--- src/rtl/cdc_handshake_tx.sv ---
// Source-domain end of a 4-phase req/ack bundled-data crossing.
// Launches a held word with a registered req_a and waits on a synchronized ack_b.
module cdc_handshake_tx #(
    parameter int unsigned DATA_W      = 8,
    parameter int unsigned SYNC_STAGES = 2
) (
    input  logic              clk_a,
    input  logic              rst_a,
    input  logic              in_valid,
    output logic              in_ready,
    input  logic [DATA_W-1:0] in_data,
    output logic              req_a,
    output logic [DATA_W-1:0] data_a,
    input  logic              ack_b,
    output logic              busy
);

    typedef enum logic [1:0] {StIdle, StReq, StDrop} state_t;

    state_t                 r_state;
    state_t                 w_state_d;
    logic                   r_req;
    logic                   w_req_d;
    logic [DATA_W-1:0]      r_data;
    logic [DATA_W-1:0]      w_data_d;
    logic [SYNC_STAGES-1:0] r_sync;
    logic                   w_ack_s;
    logic                   w_ready;

    // Plain shift chain; only the last stage is ever observed by the FSM.
    always_ff @(posedge clk_a or posedge rst_a) begin
        if (rst_a) begin
            r_sync <= '0;
        end else begin
            r_sync <= {r_sync[SYNC_STAGES-2:0], ack_b};
        end
    end

    assign w_ack_s = r_sync[SYNC_STAGES-1];

    always_ff @(posedge clk_a or posedge rst_a) begin
        if (rst_a) begin
            r_state <= StIdle;
            r_req   <= 1'b0;
            r_data  <= '0;
        end else begin
            r_state <= w_state_d;
            r_req   <= w_req_d;
            r_data  <= w_data_d;
        end
    end

    always_comb begin
        w_state_d = r_state;
        w_req_d   = r_req;
        w_data_d  = r_data;
        w_ready   = 1'b0;
        unique case (r_state)
            StIdle: begin
                // A stale ack from a previous transfer blocks new requests.
                w_ready = !w_ack_s;
                if (in_valid && w_ready) begin
                    w_data_d  = in_data;
                    w_req_d   = 1'b1;
                    w_state_d = StReq;
                end
            end
            StReq: begin
                if (w_ack_s) begin
                    w_req_d   = 1'b0;
                    w_state_d = StDrop;
                end
            end
            StDrop: begin
                if (!w_ack_s) begin
                    w_state_d = StIdle;
                end
            end
            default: begin
                w_state_d = StIdle;
                w_req_d   = 1'b0;
            end
        endcase
    end

    assign in_ready = w_ready;
    assign req_a    = r_req;
    assign data_a   = r_data;
    assign busy     = (r_state != StIdle);

endmodule

--- config.mk ---
export PLATFORM = sky130hd
export DESIGN_NAME = cdc_handshake_tx
export DESIGN_NICKNAME = d
export VERILOG_FILES = /design/src/rtl/cdc_handshake_tx.sv
export SDC_FILE = /design/constraint.sdc
export NUM_CORES = 1
export LEC_CHECK = 0
export CORE_MARGIN = 8
export CORE_UTILIZATION = 35
export DETAILED_ROUTE_END_ITERATION = 8
export PLACE_DENSITY = 0.66
export SYNTH_ARGS = -nofsm -noshare
export SYNTH_HDL_FRONTEND = slang
export SYNTH_SLANG_ARGS = --single-unit
--- constraint.sdc ---
create_clock -name clk_a -period 1.38 [get_ports clk_a]
set_input_delay 0.276 -clock clk_a [delete_from_list [all_inputs] [get_ports clk_a]]
set_output_delay 0.276 -clock clk_a [all_outputs]
set_load 0.005 [all_outputs]
==> flow_summary.json, run 1 <==
{
  "synth.cell_area_sq_um": 530.5,
  "full_die_area_sq_mm": 0.003017,
  "ctsRootBufferMaster": "sky130_fd_sc_hd__clkbuf_4",
  "global_route_wire_length_before_repair_um": 1752,
  "cts_tree": "done",
  "diodes": 0,
  "fillers": 146,
  "clock_edge_transition_at_the_registers_on_the_reported_setup_and_hold_paths_ns": 0.08,
  "vdd.ir_drop.worst_v": 0.0006190,
  "post_synth_inst_count": 34,
  "detail_route.iter0.violations": 0,
  "critical_path.slowest_cell": "sky130_fd_sc_hd__dfrtp_1",
  "worst-setup-path-type": "flip-flop to primary output",
  "fin_worst_hold_slack_ns": 0.3200,
  "shortest_period_the_worst_path_allows_ns": 1.309,
  "final.period_utilization_pct": 94.86,
  "drc": 0,
  "finalPower_mw": 1.098,
  "synth_seq_cells": 13,
  "grt_use_total_pct": 8.107,
  "outcome": "complete, no violations",
  "unrepaired_setup_endpoints_after_global_routing": "false",
  "floorplan.core_area_sq_mm": 0.001471,
  "place_hpwl_um": 833.4,
  "timing.final.max_slew_violations": 0,
  "list_of_most_frequent_post_synthesis_cells": "sky130_fd_sc_hd__dfrtp_1 (13), sky130_fd_sc_hd__mux2_4 (8), sky130_fd_sc_hd__inv_1 (3)",
  "gpl.final_weighted_congestion": 0.7276,
  "drive_gt1_share_pct": 33.85,
  "synth_area_leaders": "sky130_fd_sc_hd__dfrtp_1 (61%), sky130_fd_sc_hd__mux2_4 (23%), sky130_fd_sc_hd__buf_6 (2.1%)",
  "postRouteAntennaNets": 0,
  "cp_cell_sequence": "or2_4 > buf_2",
  "utilization_pct": 55.19,
  "tightest_slew_ns": 0.4741,
  "worst-r2r-setup-slack_ns": 0.09,
  "synth_top_area_share_pct": 61.32,
  "worst_skew_pair.late_latency_ns": 0.26,
  "powerDensity_mw_per_mm2": 1353,
  "crit_path_end_kind": "primary output",
  "pin_count_of_the_biggest_net_entering_global_routing": 14,
  "slowest_cell_delay_on_critical_path_ns": 0.41,
  "timing.fmax_ghz": 0.7639,
  "worstSetupStartpoint": "r_state[1]",
  "r2r.worst_path.cells": 3,
  "path_depth": 2,
  "synth_top_cell_by_area": "sky130_fd_sc_hd__dfrtp_1",
  "multi_input_area_sq_um": 185.2,
  "drt-vias-per-instance": 4.358,
  "io_pins": 23,
  "yosysUniqueCellTypes": 13,
  "netSwitchingPower_mw": 0.2673,
  "first_pass_iters": 1,
  "clock_skew_ns": 0.004568,
  "grt_antenna_before_repair": 0,
  "totalWireLength_um": 1047,
  "die_w_um": 54.93,
  "finalSetupViolations": 0,
  "yosys_warnings": 0,
  "crit_family": "flip-flops",
  "dp_worst_setup_slack_ns": -0.06128,
  "cts_hold_buf": 0,
  "critPathMaxFanout": 3,
  "clock_power_share_pct": 20.1,
  "slew_headroom_pct": 68.36,
  "p_sw_share_pct": 24.33,
  "worstSetupEndpoint": "busy",
  "p_int_mw": 0.8311,
  "effective_utilization_at_floorplan_pct": 36.05,
  "syn-mean-instance-area_sq_um": 15.60,
  "regArea_sq_um": 325.3,
  "detailroute.via_count": 353,
  "floorplan.die.height_um": 54.93,
  "area_growth_syn_to_layout_pct": 53.07,
  "cp.buffers_inverters": 1,
  "clock_tree.htree_level_count": 1,
  "regToRegStartpoint": "r_state[1]",
  "globalRoute.totalOverflow": 0,
  "synth_flop_cell": "sky130_fd_sc_hd__dfrtp_1",
  "total_leakage_power_nw": 0.3985,
  "cp_data_required_time_ns": 1.10,
  "r2r-end": "data_a[7]",
  "power_frac_comb_pct": 33.1,
  "seqPwrFrac_pct": 46.8,
  "nets": 78,
  "worst-endpoint-arrival_ns": 1.03,
  "ctsLongestPathBuffers": 2,
  "port_buffers": 22,
  "number_of_enable_flip_flop_cells_after_synthesis": 0,
  "postSynthNetCount": 46,
  "drv.max_cap_violation_count": 0,
  "cts_made_buffers": 3,
  "synthMostInstantiatedCell": "sky130_fd_sc_hd__dfrtp_1",
  "postLayoutSetupSlackWorst_ns": 0.07097,
  "route.detailed.wl_per_inst_um": 12.93,
  "ys_async_sr_fraction_pct": 100.0,
  "finalHoldViolations": 0,
  "timing.setup.tns_ns": 0,
  "synth_sequential_area_ratio_pct": 61.32,
  "first_global_vias": 407,
  "worstHoldPathType": "primary input to async pin",
  "std_cell_rows": 14,
  "cts.sinks": 13,
  "critPathLaunchType": "flip-flop"
}
[per-stage QoR]
stage / instances / cell area [sq um]
global route: 81 / 812.0
floorplan: 34 / 530.5
global placement: 75 / 789.5
detailed placement: 75 / 789.5
finish: 81 / 812.0
CTS: 81 / 815.8
[flip-flops by register name (all words and copies together) (netlist names)]
signal,count
req_a,1
data_a,8
r_state,2
r_sync,2
[worst min-delay path by stage]
stage | end | slack, ns | cells after the start
after CTS | r_sync[0] | 0.34 | 2
after global placement | r_sync[1] | 0.33 | 0
after floorplan | data_a[0] | 0.15 | 1
final | data_a[6] | 0.32 | 2
after global routing | r_sync[1] | 0.37 | 0
after detailed placement | r_sync[1] | 0.34 | 0
[cell families (layout without fill, tap and decap cells)]
group / Yosys count / count (layout) / share of synthesized area [%]
AOI/OAI and AO/OA: 2 / 2 / 2.594
xor gates and xnor gates: 1 / 1 / 1.651
DFF: 13 / 13 / 61.32
muxes: 8 / 8 / 22.64
buffers and inverters: 4 / 35 / 4.245
and+or+nand+nor: 6 / 6 / 7.547
[worst register-to-register path, stage by stage, from the launching register on]
cell,delay (ns)
sky130_fd_sc_hd__dfrtp_1,0.41
sky130_fd_sc_hd__nor3_2,0.20
sky130_fd_sc_hd__and2_4,0.27
sky130_fd_sc_hd__mux2_4,0.31
[area by class of cell]
class,instances,area share (%)
sequential,13,40.06
tap,16,2.465
multi-input combinational,17,22.80
inverter,3,1.387
timing repair buffer,28,30.05
clock buffer,4,3.236
[cells in the final DEF, fill, tap and decap left out, drive strengths merged]
master,Yosys,final
nor2,1,1
buf,1,8
a21oi,1,1
xor2,1,1
dfrtp,13,13
clkdlybuf4s50,0,11
nor3,2,2
o32ai,1,1
and2,2,2
or2,1,1
mux2,8,8
clkbuf,0,4
inv,3,3
dlygate4sd2,0,9
[layer usage]
layer  vias to the layer above  routed length [um]  GRT usage [%]
met5                         -                   0              0
met4                         0                   0          4.800
met3                         0                  97          3.476
met2                        11                 512          12.45
met1                       168                 437          9.206
li1                        174                   -              -
[power groups by stage]
stage	Sequential, mW	Combinational (mW)	Clock, mW
floorplan	0.532	0.155	0
global placement	0.527	0.399	0
detailed placement	0.524	0.406	0
CTS	0.515	0.372	0.229
global route	0.528	0.396	0.247
finish	0.514	0.364	0.220
[timing repair]
item                       CTS  global route
setup buffers                2             0
setup endpoints to repair   11             2
resized for setup           16             2
pin swaps                    1             1
Power figures use the tool's default switching activity.
==> run 2, diff against run 1 <==
--- a/config.mk
+++ b/config.mk
@@ -6,9 +6,10 @@
 export NUM_CORES = 1
 export LEC_CHECK = 0
 export CORE_MARGIN = 8
-export CORE_UTILIZATION = 35
+export CORE_UTILIZATION = 39
 export DETAILED_ROUTE_END_ITERATION = 8
-export PLACE_DENSITY = 0.66
+export PLACE_DENSITY = 0.73
+export SETUP_SLACK_MARGIN = 0.4
 export SYNTH_ARGS = -nofsm -noshare
 export SYNTH_HDL_FRONTEND = slang
 export SYNTH_SLANG_ARGS = --single-unit
==> run 2 against run 1 <==
  * First-iteration DRC count up 5
  * Flip-flop and latch count is the same
  * Sequential power is essentially flat
  * Fmax down 2.2%
  * Largest power group unchanged
  * Core utilization up 9.5 points
  * Critical endpoint is now in_ready
  * Via count is 8.5% higher
  * Clock-buffer cell count is 1 lower
  * Wire length up 13%
  * Sequential share of layout area decreased by 0.91 points
==> flow_summary.json, run 2 (synthesis results as in run 1) <==
{
  "worstHoldPathType": "primary input to async pin",
  "seqPwrFrac_pct": 44.4,
  "globalRoute.totalOverflow": 0,
  "drc": 0,
  "critPathMaxFanout": 2,
  "clock_tree.htree_level_count": 1,
  "first_pass_iters": 3,
  "netSwitchingPower_mw": 0.3053,
  "slew_headroom_pct": 68.59,
  "ctsRootBufferMaster": "sky130_fd_sc_hd__clkbuf_4",
  "ctsLongestPathBuffers": 2,
  "cts_made_buffers": 3,
  "port_buffers": 22,
  "clock_power_share_pct": 20.3,
  "r2r.worst_path.cells": 4,
  "slowest_cell_delay_on_critical_path_ns": 0.41,
  "critical_path.slowest_cell": "sky130_fd_sc_hd__dfrtp_1",
  "clock_skew_ns": 0.002696,
  "finalHoldViolations": 0,
  "multi_input_area_sq_um": 212.7,
  "detailroute.via_count": 383,
  "worst_skew_pair.late_latency_ns": 0.27,
  "crit_family": "flip-flops",
  "grt_antenna_before_repair": 0,
  "worst-setup-path-type": "flip-flop to primary output",
  "cts_tree": "done",
  "gpl.final_weighted_congestion": 0.6490,
  "mostFrequentLayoutCell": "sky130_fd_sc_hd__dfrtp_1",
  "outcome": "complete, no violations",
  "total_leakage_power_nw": 0.4068,
  "p_int_mw": 0.8460,
  "crit_path_end_kind": "primary output",
  "cts.sinks": 13,
  "timing.fmax_ghz": 0.7475,
  "grt_use_total_pct": 9.801,
  "powerDensity_mw_per_mm2": 1386,
  "finalSetupViolations": 0,
  "post-route-cell-area_sq_um": 830.8,
  "p_sw_share_pct": 26.52,
  "postRouteAntennaNets": 0,
  "first_global_vias": 419,
  "die_w_um": 52.88,
  "post_dp_cell_area_sq_um": 780.7,
  "vdd.ir_drop.worst_v": 0.0008413,
  "area_growth_syn_to_layout_pct": 56.60,
  "global_route_wire_length_before_repair_um": 1987,
  "power_frac_comb_pct": 35.3,
  "full_die_area_sq_mm": 0.002796,
  "path_depth": 3,
  "regArea_sq_um": 325.3,
  "shortest_period_the_worst_path_allows_ns": 1.338,
  "totalWireLength_um": 1179,
  "drt-vias-per-instance": 4.671,
  "diodes": 0,
  "route.detailed.wl_per_inst_um": 14.38,
  "cp_data_required_time_ns": 1.10,
  "cp_cell_sequence": "buf_6 > nor3_4 > buf_2",
  "postLayoutSetupSlackWorst_ns": 0.04213,
  "critPathLaunchType": "flip-flop",
  "drv.max_cap_violation_count": 0,
  "pin_count_of_the_biggest_net_entering_global_routing": 14,
  "cts_hold_buf": 0,
  "place_hpwl_um": 852,
  "timing.final.max_slew_violations": 0,
  "nets": 80,
  "largest_reg_flops": 8,
  "final.period_utilization_pct": 96.95,
  "clock_edge_transition_at_the_registers_on_the_reported_setup_and_hold_paths_ns": 0.08,
  "drive_gt1_share_pct": 55.22,
  "fillers": 106,
  "mostFrequentLayoutCells": "sky130_fd_sc_hd__dfrtp_1 (13), sky130_fd_sc_hd__clkdlybuf4s50_1 (11), sky130_fd_sc_hd__buf_2 (10)",
  "floorplan.die.height_um": 52.88,
  "cp.buffers_inverters": 2,
  "std_cell_rows": 13,
  "unrepaired_setup_endpoints_after_global_routing": "true",
  "worst-endpoint-arrival_ns": 1.06,
  "detail_route.iter0.violations": 5,
  "effective_utilization_at_floorplan_pct": 41.29,
  "floorplan.core_area_sq_mm": 0.001285,
  "dp_worst_setup_slack_ns": -0.09804,
  "io_pins": 23,
  "tightest_slew_ns": 0.4707
}
## run 2: worst paths after layout
kind                             from         to  slack, ns
max                        r_state[1]   in_ready       0.04
min                             rst_a  data_a[7]       0.31
min reg2reg                 r_sync[0]  r_sync[1]       0.38
max reg2reg                r_state[1]  data_a[3]       0.04
max in group asynchronous       rst_a  data_a[4]       0.75
min in group clk_a          r_sync[0]  r_sync[1]       0.38
## run 2: timing repair
action | in CTS | in global routing
setup endpoints to repair | 20 | 22
buffers inserted | 3 | 2
pin swaps | 2 | 0
gates resized for setup | 48 | 4
## run 2: worst reg2reg max path, delay by kind of cell (launching register included)
family        cells  cell delay [ns]
buf+inv           1             0.13
flops             1             0.41
mux               1             0.32
simple gates      2             0.37
## run 2: stage by stage
stage,utilization (%),total power [mW],TNS (ns),hold WS [ns],instances
finish,64.65,1.151,0,0.3063,82
global route,64.65,1.235,-0.05910,0.3454,82
CTS,61.93,1.130,0,0.3113,80
detailed placement,60.76,0.9238,-0.8167,0.3590,73
global placement,60.76,0.9199,-0.7133,0.3348,73
floorplan,-,0.6890,0,0.1530,34
## run 2: power groups by stage
| stage | sequential, mW | clock [mW] | combinational, mW |
|---|---|---|---|
| after floorplan | 0.532 | 0 | 0.157 |
| after global placement | 0.524 | 0 | 0.396 |
| after detailed placement | 0.521 | 0 | 0.403 |
| after CTS | 0.512 | 0.247 | 0.372 |
| after global routing | 0.523 | 0.269 | 0.443 |
| final | 0.511 | 0.234 | 0.406 |
## run 2: cell type report
class	instances	area share, %
tap	15	2.259
timing repair buffer	30	28.31
clock buffer	3	2.711
clock inverter	1	0.6024
multi-input combinational	17	25.60
inverter	3	1.355
sequential	13	39.16
## run 2: per-layer routing
metal	global-route usage, %	vias up	share of wire (%)
met3	6.162	0	6.4
met1	10.56	194	40
met2	15.63	10	53
li1	-	179	-
met5	0	-	0
met4	2.586	0	0
==> run 3, diff against run 2 <==
--- a/config.mk
+++ b/config.mk
@@ -5,8 +5,10 @@
 export SDC_FILE = /design/constraint.sdc
 export NUM_CORES = 1
 export LEC_CHECK = 0
+export ABC_AREA = 1
 export CORE_MARGIN = 8
 export CORE_UTILIZATION = 39
+export CTS_CLUSTER_DIAMETER = 30
 export DETAILED_ROUTE_END_ITERATION = 8
 export PLACE_DENSITY = 0.73
 export SETUP_SLACK_MARGIN = 0.4
==> run 3 against run 2 <==
  * Via count is 20% higher
  * Synthesized cell count is 65% higher
  * Sequential power is 5.5% lower
  * Synthesized area is 0.47% lower
  * Setup slack better by 0.056 ns
  * Sequential share of layout area is 0.18 points higher
  * Combinational power is 29% lower
  * Hold slack better by 0.0082 ns
  * Clock skew is 0.0024 ns higher
  * Cell area is 0.45% lower
  * Cell count is 28% higher
  * Core utilization is 0.29 points lower
  * Critical endpoint unchanged
==> flow_summary.json, run 3 <==
{
  "list_of_most_frequent_post_synthesis_cells": "sky130_fd_sc_hd__nand2_1 (25), sky130_fd_sc_hd__dfrtp_1 (13), sky130_fd_sc_hd__inv_1 (4), sky130_fd_sc_hd__nor2_1 (4)",
  "worst-endpoint-arrival_ns": 1.01,
  "clock_edge_transition_at_the_registers_on_the_reported_setup_and_hold_paths_ns": 0.08,
  "slew_headroom_pct": 68.30,
  "cts_made_buffers": 3,
  "floorplan.die.height_um": 52.80,
  "yosys_warnings": 0,
  "final.period_utilization_pct": 92.90,
  "grt_use_total_pct": 10.01,
  "yosys.area_share.xor_xnor_pct": 0,
  "first_pass_iters": 4,
  "worst_skew_pair.late_latency_ns": 0.27,
  "cts_hold_buf": 0,
  "ctsLongestPathBuffers": 2,
  "post_synth_inst_count": 56,
  "synth_top_cell_by_area": "sky130_fd_sc_hd__dfrtp_1",
  "synth.cell_area_sq_um": 528.0,
  "area_growth_syn_to_layout_pct": 56.64,
  "ctsRootBufferMaster": "sky130_fd_sc_hd__clkbuf_4",
  "tightest_slew_ns": 0.4750,
  "totalWireLength_um": 1331,
  "gpl.final_weighted_congestion": 0.6777,
  "unrepaired_setup_endpoints_after_global_routing": "true",
  "synth_flop_cell": "sky130_fd_sc_hd__dfrtp_1",
  "synth_sequential_area_ratio_pct": 61.61,
  "timing.fmax_ghz": 0.7800,
  "full_die_area_sq_mm": 0.002787,
  "fillers": 119,
  "cp_data_required_time_ns": 1.10,
  "largest_reg_flops": 8,
  "finalSetupViolations": 0,
  "timing.final.max_slew_violations": 0,
  "vdd.ir_drop.worst_v": 0.0005444,
  "diodes": 0,
  "grt_antenna_before_repair": 0,
  "finalPower_mw": 1.002,
  "postSynthNetCount": 68,
  "finalHoldViolations": 0,
  "cts.sinks": 13,
  "drive_gt1_share_pct": 38.89,
  "detailroute.via_count": 461,
  "detail_route.iter0.violations": 1,
  "yosysUniqueCellTypes": 12,
  "port_buffers": 22,
  "regToRegStartpoint": "r_state[0]",
  "shortest_period_the_worst_path_allows_ns": 1.282,
  "clock_tree.htree_level_count": 1,
  "mostFrequentLayoutCells": "sky130_fd_sc_hd__nand2_1 (24), sky130_fd_sc_hd__dfrtp_1 (13), sky130_fd_sc_hd__buf_2 (11)",
  "worst-r2r-setup-slack_ns": 0.35,
  "powerDensity_mw_per_mm2": 1212,
  "r2r-end": "data_a[3]",
  "cts_tree": "done",
  "critPathLaunchType": "flip-flop",
  "synth_simple_gate_area_share_pct": 30.09,
  "ys_async_sr_fraction_pct": 100.0,
  "effective_utilization_at_floorplan_pct": 41.09,
  "postRouteAntennaNets": 0,
  "drc": 0,
  "clock_skew_ns": 0.005064,
  "io_pins": 23,
  "critPathMaxFanout": 3,
  "synthMostInstantiatedCell": "sky130_fd_sc_hd__nand2_1",
  "std_cell_rows": 13,
  "globalRoute.totalOverflow": 0,
  "number_of_enable_flip_flop_cells_after_synthesis": 0,
  "floorplan.core_area_sq_mm": 0.001285,
  "synth_compound_gate_area_share_pct": 4.028,
  "crit_path_end_kind": "primary output",
  "synth_top_area_share_pct": 61.61,
  "total_leakage_power_nw": 0.4504,
  "global_route_wire_length_before_repair_um": 2007,
  "outcome": "complete, no violations",
  "timing.setup.tns_ns": 0,
  "r2r.worst_path.cells": 6,
  "worst-setup-path-type": "flip-flop to primary output",
  "drt-vias-per-instance": 4.390,
  "worstHoldPathType": "primary input to async pin",
  "synth_area_leaders": "sky130_fd_sc_hd__dfrtp_1 (62%), sky130_fd_sc_hd__nand2_1 (18%), sky130_fd_sc_hd__nor2_8 (3.8%)",
  "post_synth_mux_area_share_pct": 0,
  "pin_count_of_the_biggest_net_entering_global_routing": 14,
  "route.detailed.wl_per_inst_um": 12.68,
  "place_hpwl_um": 880.3,
  "mostFrequentLayoutCell": "sky130_fd_sc_hd__nand2_1",
  "synth_seq_cells": 13,
  "combinational_family_with_the_most_area_after_synthesis": "simple AND/OR/NAND/NOR gates",
  "nets": 103,
  "syn-mean-instance-area_sq_um": 9.429,
  "synth_fa_ha_area_share_pct": 0,
  "first_global_vias": 457,
  "die_w_um": 52.80,
  "drv.max_cap_violation_count": 0
}
==> run 3: how the worst max path moves through the flow <==
stage | start | end | cells past startpoint
4_1_cts | r_state[0] | in_ready | 4
2_1_floorplan | r_state[1] | in_ready | 3
5_1_grt | r_state[0] | in_ready | 4
3_3_place_gp | r_state[1] | in_ready | 4
3_5_place_dp | r_state[0] | in_ready | 4
6_report | r_state[0] | in_ready | 4
==> run 3: power by group <==
group	switching, mW	internal [mW]	leakage [nW]
sequential	0.0353	0.447	0.161
combinational	0.136	0.153	0.275
clock	0.119	0.112	0.0150
total	0.291	0.712	0.450
==> run 3: stage by stage <==
stage	worst slack, ns	instance area [sq um]	hold slack (ns)	util (%)	instances
floorplan	0.4424	528.0	0.1530	-	56
finish	0.09798	827.0	0.3145	64.36	105
detailed placement	0.007647	797.0	0.3426	62.03	97
CTS	0.1034	794.5	0.3263	61.83	102
global route	0.04069	827.0	0.3670	64.36	105
global placement	0.02927	797.0	0.3340	62.03	97
==> run 3: critical path: stages (launching register included) <==
cell,delay (ns)
sky130_fd_sc_hd__dfrtp_1,0.40
sky130_fd_sc_hd__inv_2,0.08
sky130_fd_sc_hd__nand2_4,0.06
sky130_fd_sc_hd__nor2_4,0.08
sky130_fd_sc_hd__buf_2,0.11
==> run 3: cell families (layout without fill, tap and decap cells) <==
logic type,after synthesis,count (layout)
and+or+nand+nor,34,34
DFF,13,13
buffers and inverters,6,40
AOI/OAI and AO/OA,3,3
==> run 3: cell type report <==
cell class | instances | area [sq um] | share of cell area (%)
flip-flops and latches | 13 | 325.3 | 39.33
multi-input cells | 37 | 210.2 | 25.42
well taps | 15 | 18.77 | 2.269
repair buffers | 30 | 224.0 | 27.08
inverters | 6 | 22.52 | 2.723
clock buffers | 4 | 26.28 | 3.177
==> run 3: metal layers <==
metal	track usage [%]	part of all wire, %	vias to the layer above
met3	3.977	5.0	2
met1	12.09	41	211
met2	13.67	53	12
li1	-	-	236
met5	0	0	-
met4	7.759	0.90	0
==> run 3: repair_timing <==
item,in CTS,in global routing
resized for setup,50,4
endpoints found under the setup margin,20,20
pin swaps,4,1
setup buffers,1,3
